`src/rtl/sum_latch_uart_frame_tx_if.sv`:
```
// rtl/sum_latch_uart_frame_tx_if.sv - operand/send/UART signal bundle for sum_latch_uart_frame_tx
interface sum_latch_uart_frame_tx_if #(
  parameter int W = 8
);
  logic         save_a_n;
  logic         save_b_n;
  logic [W-1:0] data_input;
  logic         mode;
  logic         send;
  logic [W:0]   result;
  logic         uart_txd;
  logic         uart_busy;

  // Board side: drives operands and requests, observes result and the TX pin
  modport master (
    output save_a_n, save_b_n, data_input, mode, send,
    input  result, uart_txd, uart_busy
  );

  // Block side
  modport slave (
    input  save_a_n, save_b_n, data_input, mode, send,
    output result, uart_txd, uart_busy
  );
endinterface

```
`src/rtl/sum_latch_uart_frame_tx.sv`:
```
// rtl/sum_latch_uart_frame_tx.sv - operand latch, add/sub result register and framed UART transmitter
module sum_latch_uart_frame_tx #(
  parameter int          W      = 8,
  parameter int          CLK_HZ = 50000000,
  parameter int          BAUD   = 115200,
  parameter logic [7:0]  HEADER = 8'hA5
) (
  input logic                    clk,
  input logic                    reset,
  sum_latch_uart_frame_tx_if.slave bus
);

  localparam int CPB = CLK_HZ / BAUD;
  // ceil((W+1)/8) result bytes after the header
  localparam int NB  = (W + 8) / 8;
  localparam int PW  = 8 * NB;
  localparam int FW  = PW + 8;
  localparam int CW  = (CPB > 1) ? $clog2(CPB) : 1;
  localparam int BYW = $clog2(NB + 1);
  localparam logic [CW-1:0]  BAUD_LAST = CW'(CPB - 1);
  localparam logic [BYW-1:0] BYTE_LAST = BYW'(NB);

  typedef enum logic [1:0] {IDLE, START, DATA, STOP} state_t;

  logic [W-1:0]   a_q, a_d;
  logic [W-1:0]   b_q, b_d;
  logic [W:0]     result_q, result_d;
  state_t         state_q, state_d;
  logic [CW-1:0]  baud_q, baud_d;
  logic [2:0]     bit_q, bit_d;
  logic [BYW-1:0] byte_q, byte_d;
  logic [FW-1:0]  frame_q, frame_d;
  logic           busy_q, busy_d;
  logic           txd_q, txd_d;

  logic [PW-1:0]  padded;
  logic           fill;
  logic           baud_end;

  // Operand capture from the shared bus and the free-running add/sub result
  always_comb begin
    a_d = a_q;
    b_d = b_q;
    if (!bus.save_a_n) a_d = bus.data_input;
    if (!bus.save_b_n) b_d = bus.data_input;
    if (bus.mode) result_d = {1'b0, a_q} - {1'b0, b_q};
    else          result_d = {1'b0, a_q} + {1'b0, b_q};
  end

  // Result widened to whole bytes: sign-extended for subtract, zero-filled for add
  always_comb begin
    fill         = bus.mode & result_q[W];
    padded       = {PW{fill}};
    padded[W:0]  = result_q;
  end

  // Serialiser next-state: header then result bytes, each as start/8 data/stop
  always_comb begin
    state_d  = state_q;
    baud_d   = baud_q;
    bit_d    = bit_q;
    byte_d   = byte_q;
    frame_d  = frame_q;
    busy_d   = busy_q;
    baud_end = (baud_q == BAUD_LAST);

    case (state_q)
      IDLE: begin
        if (bus.send && !busy_q) begin
          state_d = START;
          frame_d = {padded, HEADER};
          busy_d  = 1'b1;
          baud_d  = '0;
          bit_d   = '0;
          byte_d  = '0;
        end
      end
      START: begin
        if (baud_end) begin
          state_d = DATA;
          baud_d  = '0;
        end else begin
          baud_d  = baud_q + CW'(1);
        end
      end
      DATA: begin
        if (baud_end) begin
          baud_d  = '0;
          // After eight shifts the next byte of the frame sits in the low bits
          frame_d = frame_q >> 1;
          if (bit_q == 3'd7) begin
            bit_d   = '0;
            state_d = STOP;
          end else begin
            bit_d   = bit_q + 3'd1;
          end
        end else begin
          baud_d  = baud_q + CW'(1);
        end
      end
      STOP: begin
        if (baud_end) begin
          baud_d = '0;
          if (byte_q == BYTE_LAST) begin
            state_d = IDLE;
            busy_d  = 1'b0;
            byte_d  = '0;
          end else begin
            byte_d  = byte_q + BYW'(1);
            state_d = START;
          end
        end else begin
          baud_d = baud_q + CW'(1);
        end
      end
      default: begin
        state_d = IDLE;
        busy_d  = 1'b0;
      end
    endcase

    // Line level follows the state being entered so the pin is registered
    case (state_d)
      START:   txd_d = 1'b0;
      DATA:    txd_d = frame_d[0];
      default: txd_d = 1'b1;
    endcase
  end

  // Operand and result registers
  always_ff @(posedge clk or posedge reset) begin
    if (reset) begin
      a_q      <= '0;
      b_q      <= '0;
      result_q <= '0;
    end else begin
      a_q      <= a_d;
      b_q      <= b_d;
      result_q <= result_d;
    end
  end

  // Serialiser state; reset abandons any frame and idles the line high
  always_ff @(posedge clk or posedge reset) begin
    if (reset) begin
      state_q <= IDLE;
      baud_q  <= '0;
      bit_q   <= '0;
      byte_q  <= '0;
      frame_q <= '0;
      busy_q  <= 1'b0;
      txd_q   <= 1'b1;
    end else begin
      state_q <= state_d;
      baud_q  <= baud_d;
      bit_q   <= bit_d;
      byte_q  <= byte_d;
      frame_q <= frame_d;
      busy_q  <= busy_d;
      txd_q   <= txd_d;
    end
  end

  assign bus.result    = result_q;
  assign bus.uart_txd  = txd_q;
  assign bus.uart_busy = busy_q;

endmodule

```
`src/flat_wrapper.sv`:
```
// flat-port wrapper written by rule: the top's interface ports become plain ports
module sum_latch_uart_frame_tx_flat 
#(
  parameter int          W      = 8,
  parameter int          CLK_HZ = 50000000,
  parameter int          BAUD   = 115200,
  parameter logic [7:0]  HEADER = 8'hA5
)
  (clk, reset, bus_save_a_n, bus_save_b_n, bus_data_input, bus_mode, bus_send, bus_result, bus_uart_txd, bus_uart_busy);
  sum_latch_uart_frame_tx_if #(.W(W)) bus_i ();
  input logic clk;
  input logic reset;
  input wire logic [$bits(bus_i.save_a_n)-1:0] bus_save_a_n;
  input wire logic [$bits(bus_i.save_b_n)-1:0] bus_save_b_n;
  input wire logic [$bits(bus_i.data_input)-1:0] bus_data_input;
  input wire logic [$bits(bus_i.mode)-1:0] bus_mode;
  input wire logic [$bits(bus_i.send)-1:0] bus_send;
  output wire logic [$bits(bus_i.result)-1:0] bus_result;
  output wire logic [$bits(bus_i.uart_txd)-1:0] bus_uart_txd;
  output wire logic [$bits(bus_i.uart_busy)-1:0] bus_uart_busy;
  assign bus_i.save_a_n = bus_save_a_n;
  assign bus_i.save_b_n = bus_save_b_n;
  assign bus_i.data_input = bus_data_input;
  assign bus_i.mode = bus_mode;
  assign bus_i.send = bus_send;
  assign bus_result = bus_i.result;
  assign bus_uart_txd = bus_i.uart_txd;
  assign bus_uart_busy = bus_i.uart_busy;
  sum_latch_uart_frame_tx #(.W(W), .CLK_HZ(CLK_HZ), .BAUD(BAUD), .HEADER(HEADER)) u_core (.clk(clk), .reset(reset), .bus(bus_i));
endmodule
```
`config.mk`:
```
export PLATFORM = sky130hd
export DESIGN_NAME = sum_latch_uart_frame_tx_flat
export DESIGN_NICKNAME = d
export VERILOG_FILES = /design/src/rtl/sum_latch_uart_frame_tx_if.sv /design/src/rtl/sum_latch_uart_frame_tx.sv /design/src/flat_wrapper.sv
export SDC_FILE = /design/constraint.sdc
export NUM_CORES = 1
export LEC_CHECK = 0
export BUFFER_PORTS_ARGS = -buffer_cell sky130_fd_sc_hd__buf_2
export CORE_MARGIN = 5
export CORE_UTILIZATION = 45
export DETAILED_ROUTE_END_ITERATION = 8
export SYNTH_ARGS = -nofsm -noshare
export SYNTH_HDL_FRONTEND = slang
export SYNTH_SLANG_ARGS = --single-unit
```
`constraint.sdc`:
```
create_clock -name clk -period 4.45 [get_ports clk]
set_input_delay 0.445 -clock clk [delete_from_list [all_inputs] [get_ports clk]]
set_output_delay 0.445 -clock clk [all_outputs]
set_load 0.005 [all_outputs]
```
==> impl_metrics.yaml, run 1 <==
cts:
  clk_latency_ns: 0.34
  cts_inserted_buffers: 9
  clk_path_buf_depth: 2
  post-cts-setup-buffers: 0
  cts-resized-gates: 0
  h-tree-depth: 3
  cts-root-buf: "clkbuf_8"
  cts_hold_buf: 0
  clock_sinks: 67
  clock_tree_from_tritoncts: "built"
  clk_pin_slew_worst_paths_ns: 0.07
route:
  detailed_route_vias_per_instance: 5.16
  drt_iter0_drc: 35
  antenna_viol_nets_final: 0
  detailroute.via_count: 2294
  drc_errors: 0
  avgRoutedWirePerCell_um: 13.7
  dr.pass1.iters: 4
  drt_wl_total_um: 6090
synthesis:
  ys_async_sr_fraction: 1.00
  postSynth.topFlopCell: "dfrtp_1"
  avgSynthCellArea_um2: 10.6
  synthesis.instances: 317
  synth_top_area_frac: 0.493
  yosys.cell_types.count: 47
  synth-edff-count: 0
  seq_area_frac_synth: 0.501
  netlist_area_before_placement_mm2: 0.00335
  synth_seq_cells: 67
  synth.largest_area_cell: "dfrtp_1"
  ys.warnings.count: 0
  post_synth_main_area_contributors: "dfrtp_1, ha_1, mux2_2"
  synthesis.nets: 350
final_layout:
  sequential_cell_area_mm2: 0.00168
  antenna-diode-count: 0
  most-common-layout-cells: "dfrtp_1, nor2_1, a21oi_1"
  fin_area_mm2: 0.00373
  post_route_cells_drive_above_1_share: 0.188
  post-route-util: 0.514
  layout.nets: 375
  syn_to_final_growth_pct: 11.5
  layout.cells.most_common: "dfrtp_1"
  n_fill_cell: 666
  multi_input_area_mm2: 0.00151
pwr:
  p_per_area_mw_per_mm2: 387
  power.ir.vdd_worst_mv: 0.173
  static-leakage-power_nw: 1.70
placement:
  detailedPlacementHpwl_um: 4340
  place_congestion: 0.877
  placed_cell_area_mm2: 0.00352
  buffers_added_on_ports: 24
die:
  die-area_mm2: 0.00926
  die_height_um: 96.2
  ios: 25
  std_cell_rows: 31
  initial_utilization: 0.461
  die_width_um: 96.2
  coreArea_mm2: 0.00725
sta:
  fmaxAchievable_mhz: 384
  final_max_slew_viol_count: 0
  fin_skew_ns: 0.0113
  tns_ns: 0
  finalCritPeriodShare: 0.585
  tightest_slew_ns: 0.863
  count_of_final_setup_violators: 0
  period_needed_ns: 2.60
  max-slew-margin-rel: 0.424
  rsz0062_at_grt: "no"
  final_hold_viols: 0
worst_setup_path:
  path_max_fanout: 24
  cp_data_arrival_time_ns: 2.87
  worst-r2r-setup-slack_ns: 1.85
  crit_path_end_kind: "flop"
  worst_reg_to_reg_path_cell_count: 7
  reg2reg_from: "u_core.state_q[0]"
  required_ns: 4.71
  rr_endpoint: "u_core.frame_q[9]"
  startpoint_type_of_the_worst_setup_path: "flop"
  worstSetupPathType: "flop to flop"
global_routing:
  grt_pass1_vias: 2261
  globalRoute.totalOverflow: 0
  met3_usage: 0.0422
  grt.busiest_layer: "met2"
  globalRouteMet2Util: 0.227
  antenna_violations_before_repair: 0
  groute.layer.met1.usage: 0.203
  grt_first_pass_wirelength_um: 10700
  grt_max_degree: 43
  gr-usage-all-layers: 0.152
outcome:
  run_status: "finished, final reports clean"
run:
  drv.max_cap_violation_count: 0
min_path:
  min-delay-path-class: "input pin to async pin"
==> state kept, by name, summed over array words and instances (netlist names) <==
name                  count
u_core.bus.uart_txd       1
u_core.byte_q             2
u_core.b_q                8
u_core.bus.result         9
u_core.baud_q             9
u_core.a_q                8
u_core.frame_q           24
u_core.bus.uart_busy      1
u_core.state_q            2
u_core.bit_q              3
==> per-layer routing <==
layer | vias to the layer above | part of all wire
met1 | 1104 | 0.47
met5 | - | 0
met3 | 6 | 0.041
met2 | 34 | 0.47
met4 | 0 | 0.018
li1 | 1150 | -
==> worst max-delay path: stages, from the launching register on <==
cell and delay, ns:
dfrtp_1 0.42, inv_1 0.15, ha_1 0.33, and3_4 0.40, o21a_1 0.69, buf_4 0.36
nor2_1 0.07, a21oi_1 0.11
==> power by group <==
part	switching, mW	internal (mW)
Clock	0.216	0.317
Combinational	0.102	0.109
Sequential	0.0382	0.662
Total	0.356	1.09
==> worst max path at each step <==
stage | start | endpoint | cells past startpoint
floorplan | bus_mode | u_core.bus.result[8] | 8
global placement | u_core.state_q[0] | u_core.frame_q[9] | 7
detailed placement | u_core.state_q[0] | u_core.frame_q[15] | 7
CTS | u_core.state_q[0] | u_core.frame_q[9] | 7
global route | u_core.state_q[0] | u_core.frame_q[13] | 7
finish | u_core.state_q[0] | u_core.frame_q[9] | 7
==> cells by family after synthesis <==
kind of cell / synth area share
DFF: 0.501
adders and majority gates: 0.0733
and+or+nand+nor: 0.128
AOI/OAI and AO/OA: 0.129
xor gates and xnor gates: 0.0497
buffers and inverters: 0.0475
muxes: 0.0710
==> cell type report <==
class,instances,area share
clock buffers,14,0.0490
well taps,99,0.0332
repair buffers,26,0.0362
clock inverters,1,0.00805
inverters,19,0.0191
multi-input cells,219,0.405
flip-flops and latches,67,0.450
==> cell usage after synthesis (all sizes together), types with 6 or more instances <==
cell,count
xnor2,14
inv,19
nand2,11
nor2b,6
nand3,7
buf,8
dfrtp,66
a21oi,30
o21ai,18
a22oi,9
mux2,19
nor2,42
ha,18
==> metrics by stage <==
stage	hold WS, ns	std cells	power, mW	setup WS [ns]
after floorplan	0.457	317	0.847	2.26
final	0.283	445	1.44	1.85
after CTS	0.311	445	1.47	1.86
after detailed placement	0.483	430	0.928	1.87
after global routing	0.336	445	1.53	1.60
after global placement	0.470	430	0.924	1.97
Power figures use the tool's default switching activity.
==> run 2, diff against run 1 <==
- clock period: 4.45 -> 2.57 ns (I/O delays scaled with it)
==> run 2 against run 1 <==
Net effect:
- flip-flop and latch count unchanged
- setup slack got worse by 1.6 ns
- clock skew down 0.0025 ns
- global-route usage increased by 0.39 points
- first-iteration DRC count rose to 2.6 times the previous value
- cell area up 0.87%
- sequential share of layout area decreased by 0.39 points
- non-clock buffer count up 5
- critical path depth rose by 3
- via count grew 1.9%
- power grew 70%
==> impl_metrics.yaml, run 2 (synthesis gave the netlist of run 1 again) <==
final_layout:
  layout.nets: 380
  most-common-layout-cells: "dfrtp_1, nor2_1, a21oi_1"
  top_register: "u_core.frame_q"
  finish.cell_count_without_fillers: 451
  n_fill_cell: 683
  antenna-diode-count: 0
  layout.cells.most_common: "dfrtp_1"
  multi_input_area_mm2: 0.00151
  largest_reg_flops: 24
  syn_to_final_growth_pct: 12.4
  post-route-util: 0.519
  sequential_cell_area_mm2: 0.00168
  post_route_cells_drive_above_1_share: 0.199
worst_setup_path:
  path_max_fanout: 4
  startpoint_type_of_the_worst_setup_path: "flop"
  worst-r2r-setup-slack_ns: 0.29
  cp_data_arrival_time_ns: 2.54
  worst_reg_to_reg_path_cell_count: 10
  worstSetupPathType: "flop to flop"
  required_ns: 2.83
  crit_path_end_kind: "flop"
placement:
  place_congestion: 0.761
  detailedPlacementHpwl_um: 4640
  buffers_added_on_ports: 24
  post-place-cells: 435
pwr:
  power_frac_seq: 0.494
  p_per_area_mw_per_mm2: 652
  static-leakage-power_nw: 1.71
  power.combinational.fraction: 0.152
  pwr-share-clk: 0.354
  net-switching-power_uw: 645
  power.ir.vdd_worst_mv: 0.384
  post_layout_total_power_mw: 2.45
  cellInternalPower_mw: 1.81
  p_sw_frac: 0.263
sta:
  tns_ns: 0
  final_max_slew_viol_count: 0
  final_hold_viols: 0
  fin_skew_ns: 0.00888
  rsz0062_at_grt: "no"
  tightest_slew_ns: 0.738
  period_needed_ns: 2.28
  worst_hold_slack_ns: 0.0428
  finalCritPeriodShare: 0.888
  fmaxAchievable_mhz: 438
  max-slew-margin-rel: 0.507
  count_of_final_setup_violators: 0
route:
  drt_iter0_drc: 92
  antenna_viol_nets_final: 0
  dr.pass1.iters: 4
  avgRoutedWirePerCell_um: 13.9
  drc_errors: 0
  detailroute.via_count: 2338
  drt_wl_total_um: 6270
  detailed_route_vias_per_instance: 5.18
cts:
  cts_inserted_buffers: 9
  h-tree-depth: 3
  cts-root-buf: "clkbuf_8"
  clk_path_buf_depth: 2
  clock_sinks: 67
  post-cts-setup-buffers: 0
  cts_hold_buf: 0
  clk_latency_ns: 0.34
  clock_tree_from_tritoncts: "built"
  clk_pin_slew_worst_paths_ns: 0.08
  cts-resized-gates: 0
global_routing:
  antenna_violations_before_repair: 0
  grt_max_degree: 36
  grt_pass1_vias: 2395
  globalRoute.totalOverflow: 0
  gr-usage-all-layers: 0.156
  grt_first_pass_wirelength_um: 11000
die:
  die_width_um: 96.2
  die-area_mm2: 0.00926
  std_cell_rows: 31
  coreArea_mm2: 0.00725
  ios: 25
  die_height_um: 96.2
  initial_utilization: 0.461
run:
  drv.max_cap_violation_count: 0
min_path:
  min-delay-path-class: "input pin to async pin"
outcome:
  run_status: "finished, final reports clean"
==> run 2: metal layers <==
layer / track usage / routed length, µm / vias to the layer above
li1: - / - / 1160
met1: 0.200 / 2930 / 1125
met2: 0.250 / 3010 / 41
met3: 0.0367 / 200 / 12
met4: 0.0687 / 127 / 0
met5: 0 / 0 / -
==> run 2: final timing paths <==
check | start | end
min in group clk | bus_data_input[2] | u_core.b_q[2]
max reg2reg | u_core.b_q[0] | u_core.bus.result[7]
min reg2reg | u_core.bit_q[0] | u_core.bit_q[0]
max | u_core.b_q[0] | u_core.bus.result[7]
min | reset | u_core.b_q[4]
max in group asynchronous | reset | u_core.bit_q[1]
==> run 2: layout make-up <==
class / instances / share of cell area
clock buffers: 12 / 0.0386
flip-flops and latches: 67 / 0.446
well taps: 99 / 0.0329
repair buffers: 31 / 0.0492
clock inverters: 4 / 0.0133
inverters: 19 / 0.0189
multi-input cells: 219 / 0.401
==> run 2: worst max-delay path: stages (launching register included) <==
cell	delay [ns]
dfrtp_1	0.40
inv_1	0.06
ha_1	0.28
mux2_2	0.29
inv_1	0.06
ha_1	0.21
nor2b_1	0.12
o21ai_1	0.15
a21oi_1	0.13
o41ai_1	0.33
xnor2_1	0.18
==> run 2: power by group through the flow <==
stage | Clock [mW] | Combinational (mW) | Sequential [mW]
after floorplan | 0 | 0.244 | 1.22
after global placement | 0 | 0.374 | 1.23
after detailed placement | 0 | 0.380 | 1.23
after CTS | 0.898 | 0.382 | 1.21
after global routing | 0.939 | 0.434 | 1.22
final | 0.868 | 0.373 | 1.21
==> run 2: per-stage QoR <==
step | setup WS, ns | area (µm²)
after floorplan | 0.492 | 3350
after global placement | 0.301 | 3570
after detailed placement | 0.281 | 3570
after CTS | 0.268 | 3760
after global routing | 0.00270 | 3760
final | 0.287 | 3760
